**config.mk**
```make
export PLATFORM = sky130hd
export DESIGN_NAME = sevenseg_rx_flat
export DESIGN_NICKNAME = d
export VERILOG_FILES = /design/src/rtl/sevenseg_rx_if.sv /design/src/rtl/sevenseg_rx.sv /design/src/flat_wrapper.sv
export SDC_FILE = /design/constraint.sdc
export NUM_CORES = 1
export LEC_CHECK = 0
export ABC_CLOCK_PERIOD_IN_PS = 3300
export CAP_MARGIN = 20
export CORE_MARGIN = 2
export CORE_UTILIZATION = 53
export DETAILED_ROUTE_END_ITERATION = 8
export GPL_TIMING_DRIVEN = 0
export HOLD_SLACK_MARGIN = 0.12
export PLACE_DENSITY = 0.82
export SETUP_SLACK_MARGIN = 0.2
export SLEW_MARGIN = 20
export SYNTH_ARGS = -nofsm -noshare
export SYNTH_HDL_FRONTEND = slang
export SYNTH_SLANG_ARGS = --single-unit
```
**constraint.sdc**
```tcl
create_clock -name clk -period 3.3 [get_ports clk]
set_input_delay 0.66 -clock clk [delete_from_list [all_inputs] [get_ports clk]]
set_output_delay 0.66 -clock clk [all_outputs]
set_load 0.05 [all_outputs]
```
**src/rtl/sevenseg_rx_if.sv**
```systemverilog
`default_nettype none
// ============================================================================
// Module   : sevenseg_rx_if
// Brief    : Bundle of seven-segment display lines and recovered digit outputs.
// Revision : 1.0
// ============================================================================
interface sevenseg_rx_if;
    logic [6:0]      segs_n;
    logic            dp_n;
    logic [7:0]      an_n;
    logic [7:0][6:0] d;
    logic [7:0]      valid;
    logic            frame_done;
    logic            err;

    modport master (
        output segs_n, dp_n, an_n,
        input  d, valid, frame_done, err
    );

    modport slave (
        input  segs_n, dp_n, an_n,
        output d, valid, frame_done, err
    );
endinterface
`default_nettype wire

```
**src/rtl/sevenseg_rx.sv**
```systemverilog
`default_nettype none
// ============================================================================
// Module   : sevenseg_rx
// Brief    : Recovers digit codes from a multiplexed 7-segment display bus.
// Revision : 1.0
// ============================================================================
module sevenseg_rx #(
    parameter int unsigned SETTLE = 4
) (
    input  wire logic    clk,
    input  wire logic    rst_n,
    sevenseg_rx_if.slave bus
);

    localparam logic [7:0] c_SETTLE_M1 = 8'(SETTLE - 1);
    localparam logic [6:0] c_BLANK     = 7'b100_0000;

    logic [6:0]      r_segs_s1, r_segs_s2;
    logic            r_dp_s1,   r_dp_s2;
    logic [7:0]      r_an_s1,   r_an_s2;
    logic [7:0]      r_cnt;
    logic [7:0][6:0] r_d;
    logic [7:0]      r_valid;
    logic [7:0]      r_seen;
    logic            r_frame_done;
    logic            r_err;

    logic            w_change;
    logic [7:0]      w_an;
    logic            w_one_hot;
    logic            w_capture;
    logic [2:0]      w_idx;
    logic [7:0]      w_seen_next;
    logic [6:0]      w_s;
    logic            w_p;
    logic [3:0]      w_hex;
    logic            w_is_hex;
    logic [6:0]      w_code;
    logic            w_ok;

    // Stage-1 disagreeing with stage-2 means the synchronized copy changes on this edge.
    assign w_change  = {r_segs_s1, r_dp_s1, r_an_s1} != {r_segs_s2, r_dp_s2, r_an_s2};
    assign w_an      = ~r_an_s2;
    assign w_one_hot = (w_an != 8'h00) && ((w_an & (w_an - 8'd1)) == 8'h00);
    assign w_capture = (r_cnt == c_SETTLE_M1) && w_one_hot;
    assign w_seen_next = r_seen | w_an;

    always_comb begin
        w_idx = 3'd0;
        for (int i = 0; i < 8; i++) begin
            if (w_an[i]) begin
                w_idx = 3'(i);
            end
        end
    end

    always_comb begin
        w_s      = ~r_segs_s2;
        w_p      = ~r_dp_s2;
        w_hex    = 4'h0;
        w_is_hex = 1'b1;
        case (w_s)
            7'h3F:   w_hex = 4'h0;
            7'h06:   w_hex = 4'h1;
            7'h5B:   w_hex = 4'h2;
            7'h4F:   w_hex = 4'h3;
            7'h66:   w_hex = 4'h4;
            7'h6D:   w_hex = 4'h5;
            7'h7D:   w_hex = 4'h6;
            7'h07:   w_hex = 4'h7;
            7'h7F:   w_hex = 4'h8;
            7'h6F:   w_hex = 4'h9;
            7'h77:   w_hex = 4'hA;
            7'h7C:   w_hex = 4'hB;
            7'h39:   w_hex = 4'hC;
            7'h5E:   w_hex = 4'hD;
            7'h79:   w_hex = 4'hE;
            7'h71:   w_hex = 4'hF;
            default: w_is_hex = 1'b0;
        endcase
    end

    always_comb begin
        w_code = c_BLANK;
        w_ok   = 1'b1;
        if (w_is_hex) begin
            w_code = {1'b0, w_p, 1'b0, w_hex};
        end else if (w_s == 7'h40) begin
            w_code = {1'b0, w_p, 1'b1, 4'h0};
        end else if ((w_s == 7'h00) && !w_p) begin
            w_code = c_BLANK;
        end else begin
            w_ok = 1'b0;
        end
    end

    always_ff @(posedge clk or negedge rst_n) begin
        if (!rst_n) begin
            r_segs_s1    <= '1;
            r_segs_s2    <= '1;
            r_dp_s1      <= 1'b1;
            r_dp_s2      <= 1'b1;
            r_an_s1      <= '1;
            r_an_s2      <= '1;
            r_cnt        <= 8'd0;
            r_d          <= {8{c_BLANK}};
            r_valid      <= 8'h00;
            r_seen       <= 8'h00;
            r_frame_done <= 1'b0;
            r_err        <= 1'b0;
        end else begin
            r_segs_s1 <= bus.segs_n;
            r_segs_s2 <= r_segs_s1;
            r_dp_s1   <= bus.dp_n;
            r_dp_s2   <= r_dp_s1;
            r_an_s1   <= bus.an_n;
            r_an_s2   <= r_an_s1;

            if (w_change) begin
                r_cnt <= 8'd0;
            end else if (r_cnt != 8'hFF) begin
                r_cnt <= r_cnt + 8'd1;
            end

            r_frame_done <= 1'b0;
            r_err        <= 1'b0;
            if (w_capture) begin
                if (w_ok) begin
                    r_d[w_idx]     <= w_code;
                    r_valid[w_idx] <= 1'b1;
                    if (w_seen_next == 8'hFF) begin
                        r_frame_done <= 1'b1;
                        r_seen       <= 8'h00;
                    end else begin
                        r_seen <= w_seen_next;
                    end
                end else begin
                    r_err <= 1'b1;
                end
            end
        end
    end

    assign bus.d          = r_d;
    assign bus.valid      = r_valid;
    assign bus.frame_done = r_frame_done;
    assign bus.err        = r_err;

endmodule
`default_nettype wire

```
**src/flat_wrapper.sv**
```systemverilog
// flat-port wrapper written by rule: the top's interface ports become plain ports
module sevenseg_rx_flat 
#(
    parameter int unsigned SETTLE = 4
)
  (clk, rst_n, bus_segs_n, bus_dp_n, bus_an_n, bus_d, bus_valid, bus_frame_done, bus_err);
  sevenseg_rx_if bus_i ();
  input  wire logic clk;
  input  wire logic rst_n;
  input wire logic [$bits(bus_i.segs_n)-1:0] bus_segs_n;
  input wire logic [$bits(bus_i.dp_n)-1:0] bus_dp_n;
  input wire logic [$bits(bus_i.an_n)-1:0] bus_an_n;
  output wire logic [$bits(bus_i.d)-1:0] bus_d;
  output wire logic [$bits(bus_i.valid)-1:0] bus_valid;
  output wire logic [$bits(bus_i.frame_done)-1:0] bus_frame_done;
  output wire logic [$bits(bus_i.err)-1:0] bus_err;
  assign bus_i.segs_n = bus_segs_n;
  assign bus_i.dp_n = bus_dp_n;
  assign bus_i.an_n = bus_an_n;
  assign bus_d = bus_i.d;
  assign bus_valid = bus_i.valid;
  assign bus_frame_done = bus_i.frame_done;
  assign bus_err = bus_i.err;
  sevenseg_rx #(.SETTLE(SETTLE)) u_core (.clk(clk), .rst_n(rst_n), .bus(bus_i));
endmodule
```
Word level (Yosys, flattened, before mapping)

Cells that the tools add are included.

Output and inout bits: 66
Register bits: 114
Logic and storage cells: 87

Reduce and logical (&&, ||, !) cells: 10
Equality and inequality tests: 21
Bitwise operators: 6
Order comparisons: 2
Muxes and demuxes: 27
Add/subtract/negate cells: 2

Operators with widths:

| operator                                                              | count |
|---|---|
| 7-bit equality test, second input constant                            | 13 |
| 4-bit case mux with 15 select lines                                   | 1 |
| 56-bit bitwise mux                                                    | 1 |
| 8-bit 2-to-1 mux                                                      | 3 |
| 7-bit demux with 3-bit select                                         | 1 |
| 7-bit 2-to-1 mux                                                      | 3 |
| 3-bit 2-to-1 mux                                                      | 6 |
| 16-bit != test                                                        | 1 |
| 8-bit bitwise OR                                                      | 2 |
| 16-bit OR reduction                                                   | 1 |
| 7-bit by 3-bit equality test with 1-bit output, second input constant | 2 |
| 7-bit by 6-bit equality test with 1-bit output, second input constant | 2 |
| 1-bit 2-to-1 mux                                                      | 11 |
| 8-bit by 1-bit adder with 8-bit output, second input constant         | 1 |
| 8-bit AND                                                             | 1 |
| 8-bit by 2-bit equality test with 1-bit output, second input constant | 1 |
| 8-bit equality test, second input constant                            | 1 |
| 8-bit logical NOT                                                     | 1 |
| 8-bit != test, second input constant                                  | 1 |
| 8-bit NOT                                                             | 1 |
| 8-bit nonzero test                                                    | 1 |
| 8-bit by 1-bit subtractor with 8-bit output, second input constant    | 1 |
| 7-bit logical NOT                                                     | 1 |
| 7-bit NOT                                                             | 1 |
| other kinds (7)                                                       | 10 |

Longest topological paths before layout

Depth after elaboration: 13
Depth in mapped cells: 9

Least setup slack after synthesis

Ideal clock, no wire load.

Path type: reg-to-reg
Start point: reg u_core.r_segs_s2[5]
End point: reg u_core.r_d, in the netlist u_core.bus.d[10]
Arrival time: 2,739 ps
Setup slack: 436 ps
Clock period less this slack: 2,864 ps
Cell stages (with the launch flop): 9
Cells stage by stage: dfstp_2 > buf_2 > or4b_4 > o31ai_2 > o311ai_1 > and4b_1 > buf_6 > a2111oi_4 > mux2_2

Longest elaborated chain between the ends: 7
Elaborated cells on any way between the ends: 29

RTL lines:

| element                                                                    | line               | source |
|---|---|---|
| start: declaration                                                         | sevenseg_rx.sv:18  | `logic [6:0] r_segs_s1, r_segs_s2;` |
| start signal: assignment                                                   | sevenseg_rx.sv:113 | `r_segs_s2 <= r_segs_s1;` |
| 7-bit NOT *                                                                | sevenseg_rx.sv:58  | `w_s = ~r_segs_s2;` |
| parallel branches: the longest is 6 deep, another holds 56-bit bitwise mux | --                 |  |
| end signal: assignment                                                     | sevenseg_rx.sv:106 | `r_d <= {8{c_BLANK}};` |
| end signal: indexed assignment                                             | sevenseg_rx.sv:129 | `r_d[w_idx] <= w_code;` |
| end: declaration                                                           | sevenseg_rx.sv:22  | `logic [7:0][6:0] r_d;` |

Every way passes the cells marked *.
A chain may end at the register's enable or synchronous reset.

Worst setup path in the final report

Start point: reg u_core.r_segs_s2[5]
End point: reg u_core.r_d, in the netlist u_core.bus.d[1]

The elaborated chain is that of the path after synthesis.

==> run summary <==
Share of Yosys cell area claimed by the top area cell type: 37.6%
Global-route total usage across every layer: 23.1%
Clock buffer count from CTS: 17
Antenna violations before repair: 0
Last element of the critical path: u_core.bus.d[1]
Worst R2R Setup Slack: 0.28 ns
Share of layout cells above drive strength 1: 34.6%
Clock root cell: sky130_fd_sc_hd__clkbuf_8
Final critical path time including I/O delays and setup: 3.02 ns
Via count: 3328
Max Cap Viol: 0
Max_slew headroom: 33.3%
Port Buf Inserts: 83
Iteration-0 DRC Markers: 162
Reg2reg start: u_core.r_segs_s2[5]
IO Pins: 84
Data arrival time of the critical path: 3.41 ns
CTS sink count: 114
Overflow left after global routing: 0
Yosys warning count: 0
HPWL reported at the end of detailed placement: 7340 um
Number of synthesized flops with an enable pin: 0
Synthesized netlist net count: 379
Top flip-flop cell by instance count after synthesis: sky130_fd_sc_hd__dfrtp_1
Number of buffers on the longest clock path: 2
Peak Freq: 332 MHz
Vias in the first global route: 3462
Syn_area_per_cell: 13.7 um2
Synth area leader: sky130_fd_sc_hd__dfrtp_1
Clock transition time at the flip-flop clock pins of the worst setup and hold paths: 0.06 ns
Die boundary width: 100 um
Post-detailed-route count of antenna-violating nets: 0
Static leakage: 2.89 nW
Min-Delay Path Class: reg2reg
Weighted congestion reported at the end of routability-driven placement: 0.879
Data required time at the worst endpoint: 3.70 ns
RSZ-0062 raised after global routing: no
Vertical die dimension: 100 um
Core Region: 9110 um2
Period utilization: 91.4%
Clock tree from TritonCTS: yes
Run status: completed
Startpoint Class: flop
Synth top area cells: sky130_fd_sc_hd__dfrtp_1 38%, sky130_fd_sc_hd__dfstp_2 21%, sky130_fd_sc_hd__mux2_2 12%
Number of cells on the worst reg-to-reg path: 10
Vias/cell: 5.58
Antenna diode count: 0
Cell count after synthesis: 360
Number of slew-limit violations in the final report: 0
Library cells used by synthesis: 61
Sequential element share of the synthesized area: 58.9%
Wire length of the first global-routing pass: 17800 um
Endpoints failing hold: 0
Post-synthesis instance area: 4930 um2
Number of remaining DRC errors: 0
Setup Crit Path Kind: reg2reg
Number of nets at the end of the flow: 491
Number of rows in the core area: 35
DRT Pass-1 Iters: 4
FF+latch count, synth: 114
Startpoint of the most critical setup path: u_core.r_segs_s2[5]
Share of synthesized registers carrying an async set or reset: 100%
Critical path fanouts, max: 10
Initial Utilization: 54.1%
Total wirelength of the detailed-routed design: 10900 um
Setup TNS Final: 0 ns
Floorplan die area: 10100 um2
Layout Area Growth over Synthesis: 35.7%
Max Clock Skew: 0.0111 ns
Worst IR drop on VDD: 495 uV
Per-cell routed wire length: 18.3 um
Maximum level of the CTS H-tree: 4
Critical Path Sink Type: flop
Worst slew pin tran: 0.997 ns
Power density normalized to cell area: 519 nW/um2
Reg2reg end: u_core.bus.d[1]
Clk Latency, worst-skew pair: 0.52 ns
Pin count of the biggest net entering global routing: 60
Total power: 3.47 mW
Final number of setup-violating endpoints: 0
sequential cells by signal, indices dropped and copies added, names as in the netlist:
name / count
u_core.bus.d: 56
u_core.bus.err: 1
u_core.bus.frame_done: 1
u_core.bus.valid: 8
u_core.r_an_s1: 8
u_core.r_an_s2: 8
u_core.r_cnt: 8
u_core.r_dp_s1: 1
u_core.r_dp_s2: 1
u_core.r_seen: 8
u_core.r_segs_s1: 7
u_core.r_segs_s2: 7
layer usage:
metal	up-vias	GRT usage [%]	part of all wire, %
met2	103	38.2	51
met4	0	9.06	2.0
met5	-	0	0
met3	19	5.71	4.0
met1	1673	29.3	43
li1	1533	-	-
cell usage in the layout, fill, tap and decap left out, types with 6 or more instances in the layout:
cell,Yosys,routed
sky130_fd_sc_hd__clkdlybuf4s50_1,0,82
sky130_fd_sc_hd__dfrtp_1,74,74
sky130_fd_sc_hd__mux2_2,53,53
sky130_fd_sc_hd__dfstp_2,40,40
sky130_fd_sc_hd__xor2_1,19,19
sky130_fd_sc_hd__clkbuf_16,0,16
sky130_fd_sc_hd__nor2_1,11,11
sky130_fd_sc_hd__nand2_1,10,10
sky130_fd_sc_hd__inv_1,10,10
sky130_fd_sc_hd__a21oi_1,9,9
sky130_fd_sc_hd__and3_1,8,8
sky130_fd_sc_hd__nand2b_1,7,7
sky130_fd_sc_hd__nand3_1,8,7
sky130_fd_sc_hd__nor3_1,6,6
sky130_fd_sc_hd__buf_4,0,6
synthesized netlist by cell type, drive strengths merged (3+ instances only):
cell type and instances:
clkbuf 10, nor2 11, xor2 19, and3 8
dfrtp 74, a21o 3, buf 9, or2 4
nor4b 3, dfstp 40, a2111oi 5, nand3 8
nor3 6, o21ai 5, nand2b 7, nand2 10
inv 10, a211oi 7, a31oi 3, a211o 5
nor4 5, nor3b 3, a21oi 9, mux2 56
worst min path at each step:
| stage | endpoint | startpoint | cells past startpoint | slack (ns) |
|---|---|---|---|---|
| 3_3_place_gp | u_core.r_an_s2[4] | u_core.r_an_s1[4] | 0 | 0.36 |
| 2_1_floorplan | u_core.bus.d[0] | rst_n | 0 | 0.36 |
| 6_report | u_core.r_an_s2[0] | u_core.r_an_s1[0] | 0 | 0.37 |
| 5_1_grt | u_core.r_an_s2[4] | u_core.r_an_s1[4] | 0 | 0.37 |
| 3_5_place_dp | u_core.r_an_s2[7] | u_core.r_an_s1[7] | 0 | 0.36 |
| 4_1_cts | u_core.r_an_s2[4] | u_core.r_an_s1[4] | 0 | 0.37 |
kinds of logic after synthesis:
family	synth area share, %
buffers and inverters	2.79
AND/OR/NAND/NOR	9.50
multiplexers	13.2
AO/OA/AOI/OAI	11.6
adder cells (fa/ha/maj)	0.457
XOR/XNOR	3.56
flip-flops	58.9
power by group:
group / internal, mW / switching, mW
combinational: 0.0605 / 0.0943
clock: 1.18 / 0.674
sequential: 1.44 / 0.0247
worst max-delay path, stage by stage, from the launching register on:
cell                       delay (ns)
sky130_fd_sc_hd__dfstp_2         0.52
sky130_fd_sc_hd__clkbuf_4        0.20
sky130_fd_sc_hd__or4b_4          0.50
sky130_fd_sc_hd__o31ai_4         0.22
sky130_fd_sc_hd__nand3_1         0.11
sky130_fd_sc_hd__and4b_1         0.24
sky130_fd_sc_hd__buf_6           0.16
sky130_fd_sc_hd__buf_6           0.16
sky130_fd_sc_hd__a211oi_4        0.28
sky130_fd_sc_hd__buf_12          0.16
sky130_fd_sc_hd__mux2_2          0.33
final cells by class:
type,count,area (um2)
Fill cell,559,2430
Inverter,10,37.5
Multi-Input combinational cell,217,1910
Tap cell,111,139
Buffer,16,93.8
Sequential cell,114,2900
Timing Repair Buffer,96,991
Clock buffer,18,428
Clock inverter,14,176
timing repair:
| action | in CTS | in global routing |
|---|---|---|
| setup endpoints to repair | 57 | 66 |
| hold buffers | 1 | 0 |
| pin swaps | 7 | 3 |
| endpoints found under the hold margin | 8 | 0 |
| gates resized for setup | 1 | 9 |
| setup buffers | 8 | 2 |
per-stage QoR:
step | setup WS [ns] | area [um2] | hold WS (ns) | util [%] | std cells
after floorplan | 0.436 | 4930 | 0.360 | - | 360
after global placement | -2.43 | 5900 | 0.362 | 64.7 | 554
after detailed placement | -0.0440 | 5940 | 0.364 | 65.2 | 556
after CTS | 0.225 | 6630 | 0.369 | 72.8 | 596
after global routing | 0.200 | 6680 | 0.370 | 73.4 | 596
final | 0.285 | 6680 | 0.368 | 73.4 | 596
No activity file was read; power rests on OpenSTA's default activity.
